**src/rtl/approximate_adder_8bit.sv**
```systemverilog
// 8-bit carry-speculative adder: fast approximate sum, exact corrected sum,
// and a clocked monitor that counts speculation misses.
module approximate_adder_8bit #(
  parameter int CNT_W = 16
) (
  input  logic             clk,
  input  logic             rst_n,
  input  logic [7:0]       A,
  input  logic [7:0]       B,
  input  logic             cin,
  output logic [7:0]       sum,
  output logic             cout,
  output logic [7:0]       approx_sum,
  output logic             approx_cout,
  output logic             spec_err,
  output logic             err_q,
  output logic [CNT_W-1:0] err_cnt
);

  localparam logic [CNT_W-1:0] CNT_MAX = {CNT_W{1'b1}};
  localparam logic [CNT_W-1:0] CNT_ONE = {{(CNT_W-1){1'b0}}, 1'b1};

  function automatic logic [4:0] nib_add(input logic [3:0] a, input logic [3:0] b,
                                         input logic c);
    return {1'b0, a} + {1'b0, b} + {4'b0000, c};
  endfunction

  logic [4:0]       w_lo;
  logic             w_c4_spec;
  logic [4:0]       w_hi_a;
  logic [4:0]       w_hi;
  logic             w_spec_err;
  logic             r_err_q;
  logic [CNT_W-1:0] r_err_cnt;

  // Speculation uses only bit 3 of each operand; cin never reaches the upper nibble guess.
  assign w_lo       = nib_add(A[3:0], B[3:0], cin);
  assign w_c4_spec  = A[3] & B[3];
  assign w_hi_a     = nib_add(A[7:4], B[7:4], w_c4_spec);
  assign w_hi       = nib_add(A[7:4], B[7:4], w_lo[4]);
  assign w_spec_err = w_lo[4] ^ w_c4_spec;

  assign approx_sum  = {w_hi_a[3:0], w_lo[3:0]};
  assign approx_cout = w_hi_a[4];
  assign sum         = {w_hi[3:0], w_lo[3:0]};
  assign cout        = w_hi[4];
  assign spec_err    = w_spec_err;

  // Miss monitor: registered miss flag and saturating miss counter.
  always_ff @(posedge clk) begin
    if (!rst_n) begin
      r_err_q   <= 1'b0;
      r_err_cnt <= {CNT_W{1'b0}};
    end else begin
      r_err_q <= w_spec_err;
      if (w_spec_err && (r_err_cnt != CNT_MAX)) begin
        r_err_cnt <= r_err_cnt + CNT_ONE;
      end else begin
        r_err_cnt <= r_err_cnt;
      end
    end
  end

  assign err_q   = r_err_q;
  assign err_cnt = r_err_cnt;

endmodule

```
**config.mk**
```make
export PLATFORM = sky130hd
export DESIGN_NAME = approximate_adder_8bit
export DESIGN_NICKNAME = d
export VERILOG_FILES = /design/src/rtl/approximate_adder_8bit.sv
export SDC_FILE = /design/constraint.sdc
export NUM_CORES = 1
export LEC_CHECK = 0
export CORE_MARGIN = 8
export CORE_UTILIZATION = 25
export CTS_CLUSTER_SIZE = 25
export DETAILED_ROUTE_END_ITERATION = 10
export GPL_TIMING_DRIVEN = 0
export HOLD_SLACK_MARGIN = 0.05
export PLACE_DENSITY = 0.63
export SETUP_SLACK_MARGIN = 0.1
export SLEW_MARGIN = 20
export SYNTH_ARGS = -nofsm -noshare
export SYNTH_HDL_FRONTEND = slang
export SYNTH_SLANG_ARGS = --single-unit
```
**constraint.sdc**
```tcl
create_clock -name clk -period 3 [get_ports clk]
set_input_delay 0.45 -clock clk [delete_from_list [all_inputs] [get_ports clk]]
set_output_delay 0.45 -clock clk [all_outputs]
set_load 0.02 [all_outputs]
```
=== After elaboration in Yosys (flattened, before gate mapping) ===
Cells that the tools add are included.

* Reductions and logical operators: 1
* Bitwise operators: 2
* $add $sub $neg: 6
* Eq/ne operators: 1

{| class="wikitable"
|+ Operators with widths
! cell !! number
|-
| 16-bit by 1-bit adder with 16-bit output, second input constant || 1
|-
| 16-bit != test, second input constant || 1
|-
| 5-bit by 1-bit adder with 5-bit output || 3
|-
| 4-bit by 4-bit adder with 5-bit output || 2
|-
| 1-bit bitwise AND || 1
|-
| 1-bit logical AND || 1
|-
| 1-bit bitwise XOR || 1
|}

* Output and inout bits: 36
* Register bits after elaboration: 17
* Input port bits: 19

=== Logic depth before layout (Yosys ltp) ===
* Word-level depth: 4
* Mapped depth: 11
* Mapped depth without buffers: 11

=== Worst setup path before layout ===
No wires, ideal clock.

* Path type: input-to-output
* Start point: in A[0]
* End point: out cout
* Cell stages on the path: 11
* Buffers on the path: 0
* Slack: 0.030 ns
* Arrival: 2.520 ns
* Cell sequence: inv_1 fa_1 inv_1 fa_1 a21o_2 a21o_1 ha_1 ha_1 nand3b_1 mux2i_1 xnor2_1

* Word-level cells in the longest chain between the ends: 3

{| class="wikitable"
|+ Ends and longest elaborated chain
! item !! RTL line !! source
|-
| from (decl) || 8 || <nowiki>input logic [7:0] A,</nowiki>
|-
| 4-bit by 4-bit adder with 5-bit output || 25 || <nowiki>return {1'b0, a} + {1'b0, b} + {4'b0000, c};</nowiki>
|-
| 5-bit by 1-bit adder with 5-bit output (2 in a row) || 25 ||
|-
| to (decl) || 12 || <nowiki>output logic cout,</nowiki>
|}

Every way passes these cells.

=== Worst setup path after layout ===
* Start point: in A[4]
* End point: out cout

* Word-level cells in the longest chain between the ends: 2

{| class="wikitable"
|+ Ends and longest elaborated chain
! item !! RTL line
|-
| 4-bit by 4-bit adder with 5-bit output || 25
|-
| 5-bit by 1-bit adder with 5-bit output || 25
|}

Every way passes these cells.

==> flow_metrics.tcl <==
set metrics [dict create \
    outcome "finished clean" \
    finalClockSkew_ns 0.00202 \
    drt_iter0_drc 63 \
    criticalPathCategory "input pin to output pin" \
    ant_nets 0 \
    core-area_mm2 0.00514 \
    mostFrequentLayoutCells "clkdlybuf4s50_1, dfxtp_1, a21oi_1" \
    die_area_mm2 0.00800 \
    synth_area_mm2 0.00135 \
    crit_arrival_ns 2.43 \
    worstPathRequired_ns 2.55 \
    worst_path_largest_cell_delay_ns 0.62 \
    finalNonFillerCells 288 \
    clk-insertion-delay-late_ns 0.25 \
    start_util_pct 26.2 \
    cts_tree "yes" \
    synth-edff-count 0 \
    pin_count 55 \
    utilization_pct 42.0 \
    crit_chain "clkdlybuf4s50_1, ha_2, fa_2, ha_4, nand3b_1, mux2i_2, xnor2_2, buf_4" \
    layout-drive-gt1-share_pct 22.0 \
    finalHoldViolations 0 \
    layout_commonest_cell "clkdlybuf4s50_1" \
    hold_path.class "flip-flop to flip-flop" \
    die_x_um 89.4 \
    synth-main-ff-cell "dfxtp_1" \
    syn2layout_area_growth_pct 60.4 \
    r2r_cells 5 \
    fin_area_mm2 0.00216 \
    p_leak_nw 0.805 \
    post-place-cells 277 \
    antenna_found_initial 0 \
    async_reset_ff_share_pct 0 \
    drt-wirelength-per-cell_um 13.7 \
    fin_ws_ns 0.123 \
    fin_nets 253 \
    relSlewSlack_pct 63.2 \
    drv_cap 0 \
    path_max_fanout 3 \
    num_rows 26 \
    whs_ns 0.516 \
    path_buf_inv 2 \
    drcViolationCount 0 \
    grt-busiest-layer "met2" \
    diodes 0 \
    finalCritPeriodShare_pct 95.9 \
    ys_ff_latch 17 \
    powerDensity_mw_per_mm2 345 \
    clk_pin_slew_ns 0.07 \
    vdd_drop_max_v 0.000124 \
    regToRegEndpoint "err_cnt[8]" \
    ys_seq_area_share_pct 25.3 \
    numPortBuffers 54 \
    drv_slew 0 \
    fmax_ghz 0.348 \
    cts_buffers 3 \
    dp_hpwl_um 3160 \
    total_power_mw 0.744 \
    die_h_um 89.4 \
    synth.avg_cell_area_um2 8.81 \
    gr-usage-met2_pct 17.6 \
    min_from "err_cnt[12]" \
    syn_inst 153 \
    holdPathEnd "err_cnt[12]" \
    cp-start-kind "input pin" \
    drt_wl_total_um 3950 \
    cts_sinks 17 \
    ctsHtreeMaxLevel 1 \
    min_path_cells 2 \
    first_global_vias 1286 \
    rrSetupSlack_ns 1.25 \
    regToRegStartpoint "err_cnt[0]" \
    num_vias 1427 \
    grt_use_total_pct 9.64 \
    cts_buffer_depth 2 \
    cts-root-buf "clkbuf_8" \
    met1_usage_pct 11.2 \
    grt_pass1_wl_um 6170 \
    first_pass_iters 4 \
    place_ws_ns -0.987 \
    yosysUniqueCellTypes 38 \
    worst_slew_pin_slew_ns 0.547 \
    place.gp.congestion 0.793 \
    grt_util_met3_pct 2.39 \
    ys_warn_count 0 \
    viasPerCell 4.95 \
    grt_max_degree 11 \
    critPathCaptureType "output pin" \
    slowest_stage "fa_2" \
    setup_violations 0 \
    synthesis.nets 187 \
    period_minus_slack_ns 2.88 \
    rsz0062_at_grt "yes" \
    tns_ns 0 \
    overflow 0 \
    cpLargestDelayFamily "adder cells" \
    place_area_mm2 0.00198 \
]
==> power by group <==
group | switching, mW | internal [mW]
clock | 0.0810 | 0.0943
sequential | 0.00211 | 0.228
combinational | 0.172 | 0.167
==> synth_stat cells, types with 2 or more instances <==
library cell,instances,area (µm²)
fa_1,3,60.1
or2_2,2,12.5
xnor2_1,6,52.6
buf_4,4,30.0
nand4_1,6,37.5
nand2b_1,2,12.5
nor4_2,2,25.0
nand3b_1,3,22.5
or3_1,3,18.8
nand2_1,13,48.8
a21oi_1,15,75.1
nand3_1,9,45.0
xor2_1,4,35.0
ha_1,12,150
inv_1,7,26.3
nor2_1,2,7.51
mux2i_1,5,50.1
o21ai_0,5,25.0
dfxtp_1,17,340
or4_1,6,45.0
a21o_1,4,30.0
o31ai_1,7,52.6
==> repair_timing <==
| action | in CTS | in global routing |
|---|---|---|
| buffers inserted | 5 | 2 |
| hold buffers | 0 | 0 |
| pin swaps | 7 | 8 |
| resized for setup | 48 | 12 |
| endpoints found under the setup margin | 16 | 6 |
==> worst max-delay path by stage <==
| stage | slack, ns | to | start | cells after the start |
|---|---|---|---|---|
| after detailed placement | -0.99 | cout | A[0] | 13 |
| after global placement | -0.95 | cout | A[0] | 13 |
| after floorplan | 0.13 | cout | A[0] | 11 |
| after CTS | 0.01 | cout | B[0] | 13 |
| after global routing | 0.05 | cout | cin | 13 |
| final | 0.12 | cout | A[4] | 8 |
==> per-layer routing <==
metal | part of all wire [%] | vias to the layer above
li1 | - | 707
met3 | 5.9 | 4
met1 | 45 | 670
met4 | 0.86 | 0
met5 | 0 | -
met2 | 49 | 46
==> state kept, by name, indices dropped and copies added, names as in the netlist <==
register  cells
err_q         1
err_cnt      16
==> cell families (layout without fill, tap and decap cells) <==
logic type      count (synthesis)  in the layout  synth area share (%)
flops                          17             17                  25.3
buf+inv                        12             77                  4.55
fa+ha+maj                      15             15                  15.6
compound gates                 34             34                  15.5
simple gates                   60             60                  28.9
xor+xnor                       10             10                  6.50
mux                             5              5                  3.71
==> worst register-to-register path: stages, from the launching register on <==
cell and delay [ns]:
dfxtp_1 0.40, ha_1 0.22, nand4_1 0.15, or2_2 0.35
or4_1 0.41, a21oi_1 0.15
==> final cells by class <==
| type | instances | area, µm² |
|---|---|---|
| clock buffer | 4 | 45.0 |
| sequential | 17 | 340 |
| buffer | 5 | 35.0 |
| fill | 538 | 2980 |
| timing repair buffer | 61 | 578 |
| tap | 70 | 87.6 |
| inverter | 7 | 28.8 |
| multi-input combinational | 124 | 1050 |
(Power assumes the default switching activity.)
